==> config.mk <==
export PLATFORM = sky130hd
export DESIGN_NAME = i2c_arbiter_rr
export DESIGN_NICKNAME = d
export VERILOG_FILES = /design/src/rtl/i2c_arbiter_rr.sv
export SDC_FILE = /design/constraint.sdc
export NUM_CORES = 1
export LEC_CHECK = 0
export CAP_MARGIN = 20
export CORE_MARGIN = 8
export CORE_UTILIZATION = 45
export CTS_BUF_LIST = sky130_fd_sc_hd__clkbuf_16
export DETAILED_ROUTE_END_ITERATION = 16
export DONT_BUFFER_PORTS = 1
export GPL_TIMING_DRIVEN = 0
export PLACE_DENSITY = 0.68
export SYNTH_ARGS = -nofsm -noshare
export SYNTH_HDL_FRONTEND = slang
export SYNTH_SLANG_ARGS = --single-unit
==> constraint.sdc <==
create_clock -name clk -period 2.8 [get_ports clk]
set_input_delay 0.56 -clock clk [delete_from_list [all_inputs] [get_ports clk]]
set_output_delay 0.56 -clock clk [all_outputs]
set_load 0.005 [all_outputs]
==> src/rtl/i2c_arbiter_rr.sv <==
// i2c_arbiter_rr: shares one I2C transceiver between NUM_PORTS drivers.
// Round-robin or fixed priority, hold watchdog, idle gap between grants.
module i2c_arbiter_rr #(
    parameter int NUM_PORTS      = 2,
    parameter int PRIORITY_MODE  = 0,
    parameter int TIMEOUT_CYCLES = 0,
    parameter int GAP_CYCLES     = 1,
    // $bits(i2c_in_t) / $bits(i2c_out_t)
    parameter int IN_W           = 12,
    parameter int OUT_W          = 12,
    localparam int PORT_BITS = (NUM_PORTS > 1) ? $clog2(NUM_PORTS) : 1
) (
    input  logic                            clk,
    input  logic                            rst_n,
    input  logic [NUM_PORTS-1:0]            driver_request,
    input  logic [NUM_PORTS-1:0]            driver_done,
    output logic [NUM_PORTS-1:0]            driver_ack,
    output logic [NUM_PORTS-1:0]            driver_revoked,
    input  logic [NUM_PORTS-1:0][IN_W-1:0]  driver_cin,
    output logic [NUM_PORTS-1:0][OUT_W-1:0] driver_cout,
    output logic [IN_W-1:0]                 txvr_cin,
    input  logic [OUT_W-1:0]                txvr_cout,
    output logic                            bus_busy,
    output logic [PORT_BITS-1:0]            active_port
);

    localparam int HOLD_W = $clog2(TIMEOUT_CYCLES + 2);
    localparam int GAP_W  = $clog2(GAP_CYCLES + 2);

    localparam logic [HOLD_W-1:0] HOLD_LAST =
        (TIMEOUT_CYCLES > 0) ? HOLD_W'(TIMEOUT_CYCLES - 1) : '0;
    localparam logic [GAP_W-1:0] GAP_LAST =
        (GAP_CYCLES > 0) ? GAP_W'(GAP_CYCLES - 1) : '0;

    typedef enum logic [1:0] {
        S_IDLE,
        S_ACTIVE,
        S_GAP
    } state_t;

    state_t                 state_q, state_d;
    logic [NUM_PORTS-1:0]   pending_q, pending_d;
    logic [NUM_PORTS-1:0]   ack_q, ack_d;
    logic [PORT_BITS-1:0]   rr_ptr_q, rr_ptr_d;
    logic [PORT_BITS-1:0]   active_q, active_d;
    logic [HOLD_W-1:0]      hold_q, hold_d;
    logic [GAP_W-1:0]       gap_q, gap_d;

    logic [NUM_PORTS-1:0]   cand;
    logic [NUM_PORTS-1:0]   clr;
    logic                   win_found;
    logic [PORT_BITS-1:0]   win_idx;
    logic [PORT_BITS-1:0]   next_ptr;
    logic                   done_hit;
    logic                   to_hit;

    assign cand        = pending_q | driver_request;
    assign driver_ack  = ack_q;
    assign bus_busy    = (state_q == S_ACTIVE);
    assign active_port = active_q;
    assign next_ptr    = (active_q == PORT_BITS'(NUM_PORTS - 1))
                         ? '0 : active_q + 1'b1;
    // The ack cycle itself never honours done
    assign done_hit    = driver_done[active_q] && (ack_q == '0);
    assign to_hit      = (TIMEOUT_CYCLES != 0) && (hold_q == HOLD_LAST);

    // Winner search: rotate from rr_ptr, or plain lowest index
    always_comb begin
        int j;
        j         = 0;
        win_found = 1'b0;
        win_idx   = '0;
        for (int i = 0; i < NUM_PORTS; i++) begin
            if (PRIORITY_MODE == 1) begin
                j = i;
            end else begin
                j = int'(rr_ptr_q) + i;
                if (j >= NUM_PORTS) j = j - NUM_PORTS;
            end
            if (!win_found && cand[j]) begin
                win_found = 1'b1;
                win_idx   = PORT_BITS'(j);
            end
        end
    end

    // Next-state, grant pulse, watchdog revoke and pending bookkeeping
    always_comb begin
        state_d        = state_q;
        ack_d          = '0;
        rr_ptr_d       = rr_ptr_q;
        active_d       = active_q;
        hold_d         = hold_q;
        gap_d          = gap_q;
        clr            = '0;
        driver_revoked = '0;
        unique case (state_q)
            S_IDLE: begin
                if (win_found) begin
                    state_d         = S_ACTIVE;
                    active_d        = win_idx;
                    ack_d[win_idx]  = 1'b1;
                    hold_d          = '0;
                end
            end
            S_ACTIVE: begin
                if (hold_q != '1) hold_d = hold_q + 1'b1;
                if (done_hit || to_hit) begin
                    driver_revoked[active_q] = !done_hit;
                    clr[active_q]            = 1'b1;
                    rr_ptr_d                 = next_ptr;
                    gap_d                    = '0;
                    state_d = (GAP_CYCLES == 0) ? S_IDLE : S_GAP;
                end
            end
            S_GAP: begin
                if (gap_q == GAP_LAST) state_d = S_IDLE;
                else                   gap_d   = gap_q + 1'b1;
            end
            default: state_d = S_IDLE;
        endcase
        // A request landing with the release re-queues the port
        pending_d = (pending_q & ~clr) | driver_request;
    end

    // Transceiver mux: connected only while a grant is live
    always_comb begin
        txvr_cin    = '0;
        driver_cout = '0;
        if (state_q == S_ACTIVE) begin
            txvr_cin              = driver_cin[active_q];
            driver_cout[active_q] = txvr_cout;
        end
    end

    // State registers with synchronous active-low reset
    always_ff @(posedge clk) begin
        if (!rst_n) begin
            state_q   <= S_IDLE;
            pending_q <= '0;
            ack_q     <= '0;
            rr_ptr_q  <= '0;
            active_q  <= '0;
            hold_q    <= '0;
            gap_q     <= '0;
        end else begin
            state_q   <= state_d;
            pending_q <= pending_d;
            ack_q     <= ack_d;
            rr_ptr_q  <= rr_ptr_d;
            active_q  <= active_d;
            hold_q    <= hold_d;
            gap_q     <= gap_d;
        end
    end

endmodule

==> results.json, run 1 <==
{
  "crit_type": "reg2out",
  "dpl.hpwl_mm": 2.196,
  "pwr_density_cell_mw_per_mm2": 572.2,
  "num_rows": 15,
  "cp_cell_sequence": "nand2b_2 -> nor2_1 -> clkbuf_2 -> and2_1",
  "startpoint_type": "register",
  "worst-path-max-fanout": 10,
  "synth_ff_type": "dfxtp_1",
  "slowest_stage": "dfxtp_1",
  "worst_setup_path_end_kind": "output pin",
  "postRouteAntennaNets": 0,
  "critPathTopFamily": "simple AND/OR/NAND/NOR gates",
  "cp.required_ps": 2240,
  "status": "completed",
  "drc": 0,
  "core_area_mm2": 0.001745,
  "path_buf_inv": 1,
  "grtUsageTotal": 0.1439,
  "initial_core_util": 0.4860,
  "yosys.area.top_type": "dfxtp_1",
  "drive_gt1_frac": 0.1607,
  "vias": 772,
  "post-cts-setup-buffer-count": 0,
  "cts_made_buffers": 3,
  "synth-seq-area-share": 0.2360,
  "avgRoutedWirePerCell_um": 19.28,
  "io_pins": 84,
  "power.leakage_nw": 0.4224,
  "cts.sinks": 10,
  "cts_tree": "done",
  "diodes": 0,
  "synth.cell_area_um2": 848.3,
  "ys_seq_elements": 10,
  "drt-initial-drc-count": 25,
  "grt_pass1_wl_mm": 3.905,
  "grt_max_degree": 11,
  "ctsLongestPathBuffers": 2,
  "grt_pass1_vias": 809,
  "yosysTopAreaCellShare": 0.2360,
  "cts_hold_buf": 0,
  "period_needed_ps": 1991,
  "synth.distinct_cells": 34,
  "max_stage_delay_ps": 480,
  "synthTopCellsByCount": "nor2_1 (19), and3_1 (13), mux2i_1 (13), and2_1 (12), dfxtp_1 (10)",
  "clock-root-buffer": "clkbuf_16",
  "cts.reportedPaths.clkPinSlew_ps": 40,
  "place.gp.congestion": 0.6850,
  "syn2layout_area_growth_pct": 13.42,
  "cp.arrival_ps": 1430,
  "synthArstFlopShare": 0,
  "yosysMostFrequentCell": "nor2_1",
  "die_w_um": 59.42,
  "die_h_um": 59.42,
  "routed_wl_mm": 2.642,
  "grt_setup_unrepaired": "false",
  "vdd_ir_drop_max_mv": 0.3620,
  "synth_area_leaders": "dfxtp_1 (24%), mux2i_1 (15%), and3_1 (9.6%)",
  "hold_viol": 0,
  "syn-mean-instance-area_um2": 7.928,
  "hp-class": "reg2reg",
  "numPortBuffers": 0,
  "first_pass_iters": 4,
  "die-area_mm2": 0.003531,
  "slew_violations": 0,
  "fmax_mhz": 502.2,
  "antenna_found_initial": 0,
  "nets": 156,
  "maxCapViolations": 0,
  "fin_skew_ps": 3.270,
  "vias_per_cell": 5.635,
  "syn-instance-count": 107,
  "post_cts_resized": 0,
  "yosysWarningCount": 0,
  "insertion_delay_ps": 240,
  "tns_ps": 0,
  "htree_levels": 1,
  "fin_crit_sh": 0.7111,
  "finalSetupViolCount": 0,
  "grt_overflow": 0,
  "power_mw": 0.5505,
  "synth_edf_count": 0
}
[sequential cells by signal, indices dropped and copies added, names as in the netlist]
register and flops:
driver_ack 2, active_port 1, rr_ptr_q 1, state_q 2, pending_q 2, gap_q 2
[area by class of cell]
type | instances | area, µm²
inverters | 3 | 11.26
flip-flops and latches | 10 | 200.2
fillers | 172 | 783.3
clock buffers | 3 | 75.07
multi-input cells | 85 | 576.8
clock inverters | 1 | 3.754
well taps | 25 | 31.28
plain buffers | 10 | 63.81
[path summary, 6_finish.rpt]
kind | startpoint | end | slack [ps] | cells after the start
setup / recovery | state_q[0] | driver_cout[5] | 810 | 4
hold / removal | rr_ptr_q | rr_ptr_q | 490 | 2
setup reg to reg | active_port | gap_q[1] | 1480 | 4
hold reg to reg | rr_ptr_q | rr_ptr_q | 490 | 2
[cells in the final DEF (no fill, tap or decap), types with 2 or more instances in the layout]
cell / instances
mux2i_1: 13
and3_1: 13
buf_4: 4
and2_1: 12
nand2_1: 4
o21ai_0: 2
clkbuf_2: 2
nor2_1: 19
clkbuf_1: 2
dfxtp_1: 10
inv_1: 2
nand3_1: 2
conb_1: 2
clkbuf_16: 3
[power by group]
| part | total, mW | internal (mW) | switching (mW) |
|---|---|---|---|
| registers | 0.166 | 0.154 | 0.0119 |
| logic | 0.132 | 0.0549 | 0.0768 |
| clock network | 0.253 | 0.187 | 0.0661 |
| total | 0.551 | 0.396 | 0.155 |
[cells by family after synthesis]
group,Yosys count,share of synthesized area
compound gates,10,0.09588
xor+xnor,1,0.01033
fa+ha+maj,1,0.01475
buf+inv,13,0.08849
flops,10,0.2360
mux,14,0.1711
other cells,1,0.004421
simple gates,57,0.3791
[stage by stage]
step                setup slack (ps)  instance area [µm²]  utilization  hold WS, ps  cells
floorplan                       1245                852.1            -        455.6    108
global placement                1080                883.3       0.5061        474.6    133
detailed placement              1047                883.3       0.5061        484.8    133
CTS                            794.0                962.2       0.5513        490.2    137
global route                   693.4                962.2       0.5513        504.2    137
finish                         808.8                962.2       0.5513        487.2    137
[worst reg2reg max path, stage by stage, from the launching register on]
cell     delay (ps)
dfxtp_1         410
mux2_4          320
and3_1          170
buf_6           130
o31ai_4         190
[metal layers]
| layer | up-vias | global-route usage | wire length [µm] |
|---|---|---|---|
| met1 | 345 | 0.1368 | 993 |
| met2 | 53 | 0.2512 | 1341 |
| met4 | 0 | 0.07167 | 32 |
| met5 | - | 0 | 0 |
| met3 | 4 | 0.06941 | 274 |
| li1 | 370 | - | - |
Note: power is estimated with default switching activity, not from simulation.
==> run 2: changes to the inputs <==
==> constraint.sdc (replaced) <==
create_clock -name clk -period 1.9 [get_ports clk]
set_input_delay 0.38 -clock clk [delete_from_list [all_inputs] [get_ports clk]]
set_output_delay 0.38 -clock clk [all_outputs]
set_load 0.005 [all_outputs]
==> results.json, run 2 (synthesis gave the netlist of run 1 again) <==
{
  "cts.reportedPaths.clkPinSlew_ps": 40,
  "avgRoutedWirePerCell_um": 19.28,
  "grtUsageTotal": 0.1439,
  "slew_violations": 0,
  "r2r_slack_ps": 580,
  "diodes": 0,
  "worst_setup_path_end_kind": "output pin",
  "fin_crit_sh": 0.9445,
  "p_sw_mw": 0.2282,
  "grt_setup_unrepaired": "false",
  "dr_wl_met3_um": 274,
  "postRouteAntennaNets": 0,
  "place.gp.congestion": 0.6850,
  "n_fill_cell": 174,
  "cp.required_ps": 1520,
  "min_from": "driver_request[0]",
  "pwr-share-seq": 0.301,
  "grt_max_degree": 11,
  "pwr-share-comb": 0.239,
  "syn2layout_area_growth_pct": 13.57,
  "fmax_mhz": 557.3,
  "maxCapViolations": 0,
  "antenna_found_initial": 0,
  "r2r-end": "gap_q[1]",
  "max_stage_delay_ps": 410,
  "initial_core_util": 0.4860,
  "die_h_um": 59.42,
  "layout_common_cells": "nor2_1 (19), mux2i_1 (13), and3_1 (13), and2_1 (12), dfxtp_1 (9)",
  "post_cts_resized": 0,
  "nets": 156,
  "first_pass_iters": 4,
  "fin_skew_ps": 3.270,
  "pwr-share-clk": 0.460,
  "vdd_ir_drop_max_mv": 0.5336,
  "ctsLongestPathBuffers": 2,
  "period_needed_ps": 1794,
  "pwr_density_cell_mw_per_mm2": 842.9,
  "cts_hold_buf": 0,
  "power.leakage_nw": 0.4225,
  "drive_gt1_frac": 0.1696,
  "hold_viol": 0,
  "reg2reg_from": "active_port",
  "grt_pass1_wl_mm": 3.905,
  "io_pins": 84,
  "cts_tree": "done",
  "holdPathStages": 2,
  "post-cts-setup-buffer-count": 0,
  "vias_per_cell": 5.635,
  "cts_made_buffers": 3,
  "hp-class": "in2reg",
  "slowest_stage": "dfxtp_1",
  "drc": 0,
  "met1Wirelength_um": 993,
  "cp_cell_sequence": "buf_4 -> clkbuf_1 -> and3_1",
  "tns_ps": 0,
  "routed_wl_mm": 2.642,
  "wl_met2_mm": 1.341,
  "drt-initial-drc-count": 25,
  "crit_start": "active_port",
  "layout_commonest_cell": "nor2_1",
  "cts.sinks": 10,
  "cp.arrival_ps": 1410,
  "path_buf_inv": 2,
  "vias": 772,
  "critPathTopFamily": "buffers and inverters",
  "final_util": 0.5520,
  "holdPathEnd": "pending_q[0]",
  "startpoint_type": "register",
  "die-area_mm2": 0.003531,
  "die_w_um": 59.42,
  "top_layer_used": "met4",
  "r2r_cells": 4,
  "worst-path-max-fanout": 10,
  "numPortBuffers": 0,
  "htree_levels": 1,
  "status": "completed",
  "clock-root-buffer": "clkbuf_16",
  "crit_type": "reg2out",
  "core_area_mm2": 0.001745,
  "grt_pass1_vias": 809,
  "insertion_delay_ps": 240,
  "grt_overflow": 0,
  "finalSetupViolCount": 0,
  "switching_share": 0.2810,
  "power.internal_mw": 0.5839,
  "num_rows": 15,
  "dpl.hpwl_mm": 2.196
}
run 2: changes by cell type in the layout (fill, tap and decap cells not counted):
cell / before / now
dfxtp_2: 0 / 1
dfxtp_1: 10 / 9
run 2: worst register-to-register path, delay by kind of cell (launching register included):
kind / cells / cell delay (ps)
simple gates: 1 / 170
mux: 1 / 320
flops: 1 / 410
compound gates: 1 / 190
buf+inv: 1 / 130
run 2: stage by stage:
step	instance area, µm²	worst slack (ps)	hold slack (ps)	instances	power (mW)
final	963.4	105.5	316.8	137	0.8120
after global routing	963.4	45.82	336.1	137	0.8481
after CTS	962.2	74.01	321.1	137	0.8181
after detailed placement	883.3	326.5	484.8	133	0.4424
after global placement	883.3	360.4	474.6	133	0.4381
after floorplan	852.1	524.5	455.6	108	0.4044
run 2: layer usage:
layer,GRT usage,up-vias
met1,0.1368,345
met5,0,-
met4,0.07167,0
met2,0.2512,53
li1,-,370
met3,0.06941,4
run 2: area by class of cell:
| cell class | instances | area, µm² | area share |
|---|---|---|---|
| buffer | 10 | 63.81 | 0.06623 |
| clock buffer | 3 | 75.07 | 0.07792 |
| multi-input combinational | 85 | 576.8 | 0.5987 |
| sequential | 10 | 201.4 | 0.2091 |
| inverter | 3 | 11.26 | 0.01169 |
| tap | 25 | 31.28 | 0.03247 |
| clock inverter | 1 | 3.754 | 0.003896 |
run 2: worst max-delay path by stage:
stage                                 end  slack (ps)  depth (start not counted)
after global placement     driver_cout[6]         360                          4
after global routing      driver_cout[12]          50                          3
final                     driver_cout[17]         110                          3
after CTS                  driver_cout[5]          70                          4
after floorplan            driver_cout[0]         520                          4
after detailed placement   driver_cout[5]         330                          4
run 2: power groups by stage:
stage                     logic [mW]  registers (mW)  clock network, mW
after floorplan                0.161           0.244                  0
after global placement         0.191           0.248                  0
after detailed placement       0.195           0.248                  0
after CTS                      0.196           0.245              0.378
after global routing           0.214           0.248              0.386
final                          0.194           0.245              0.373
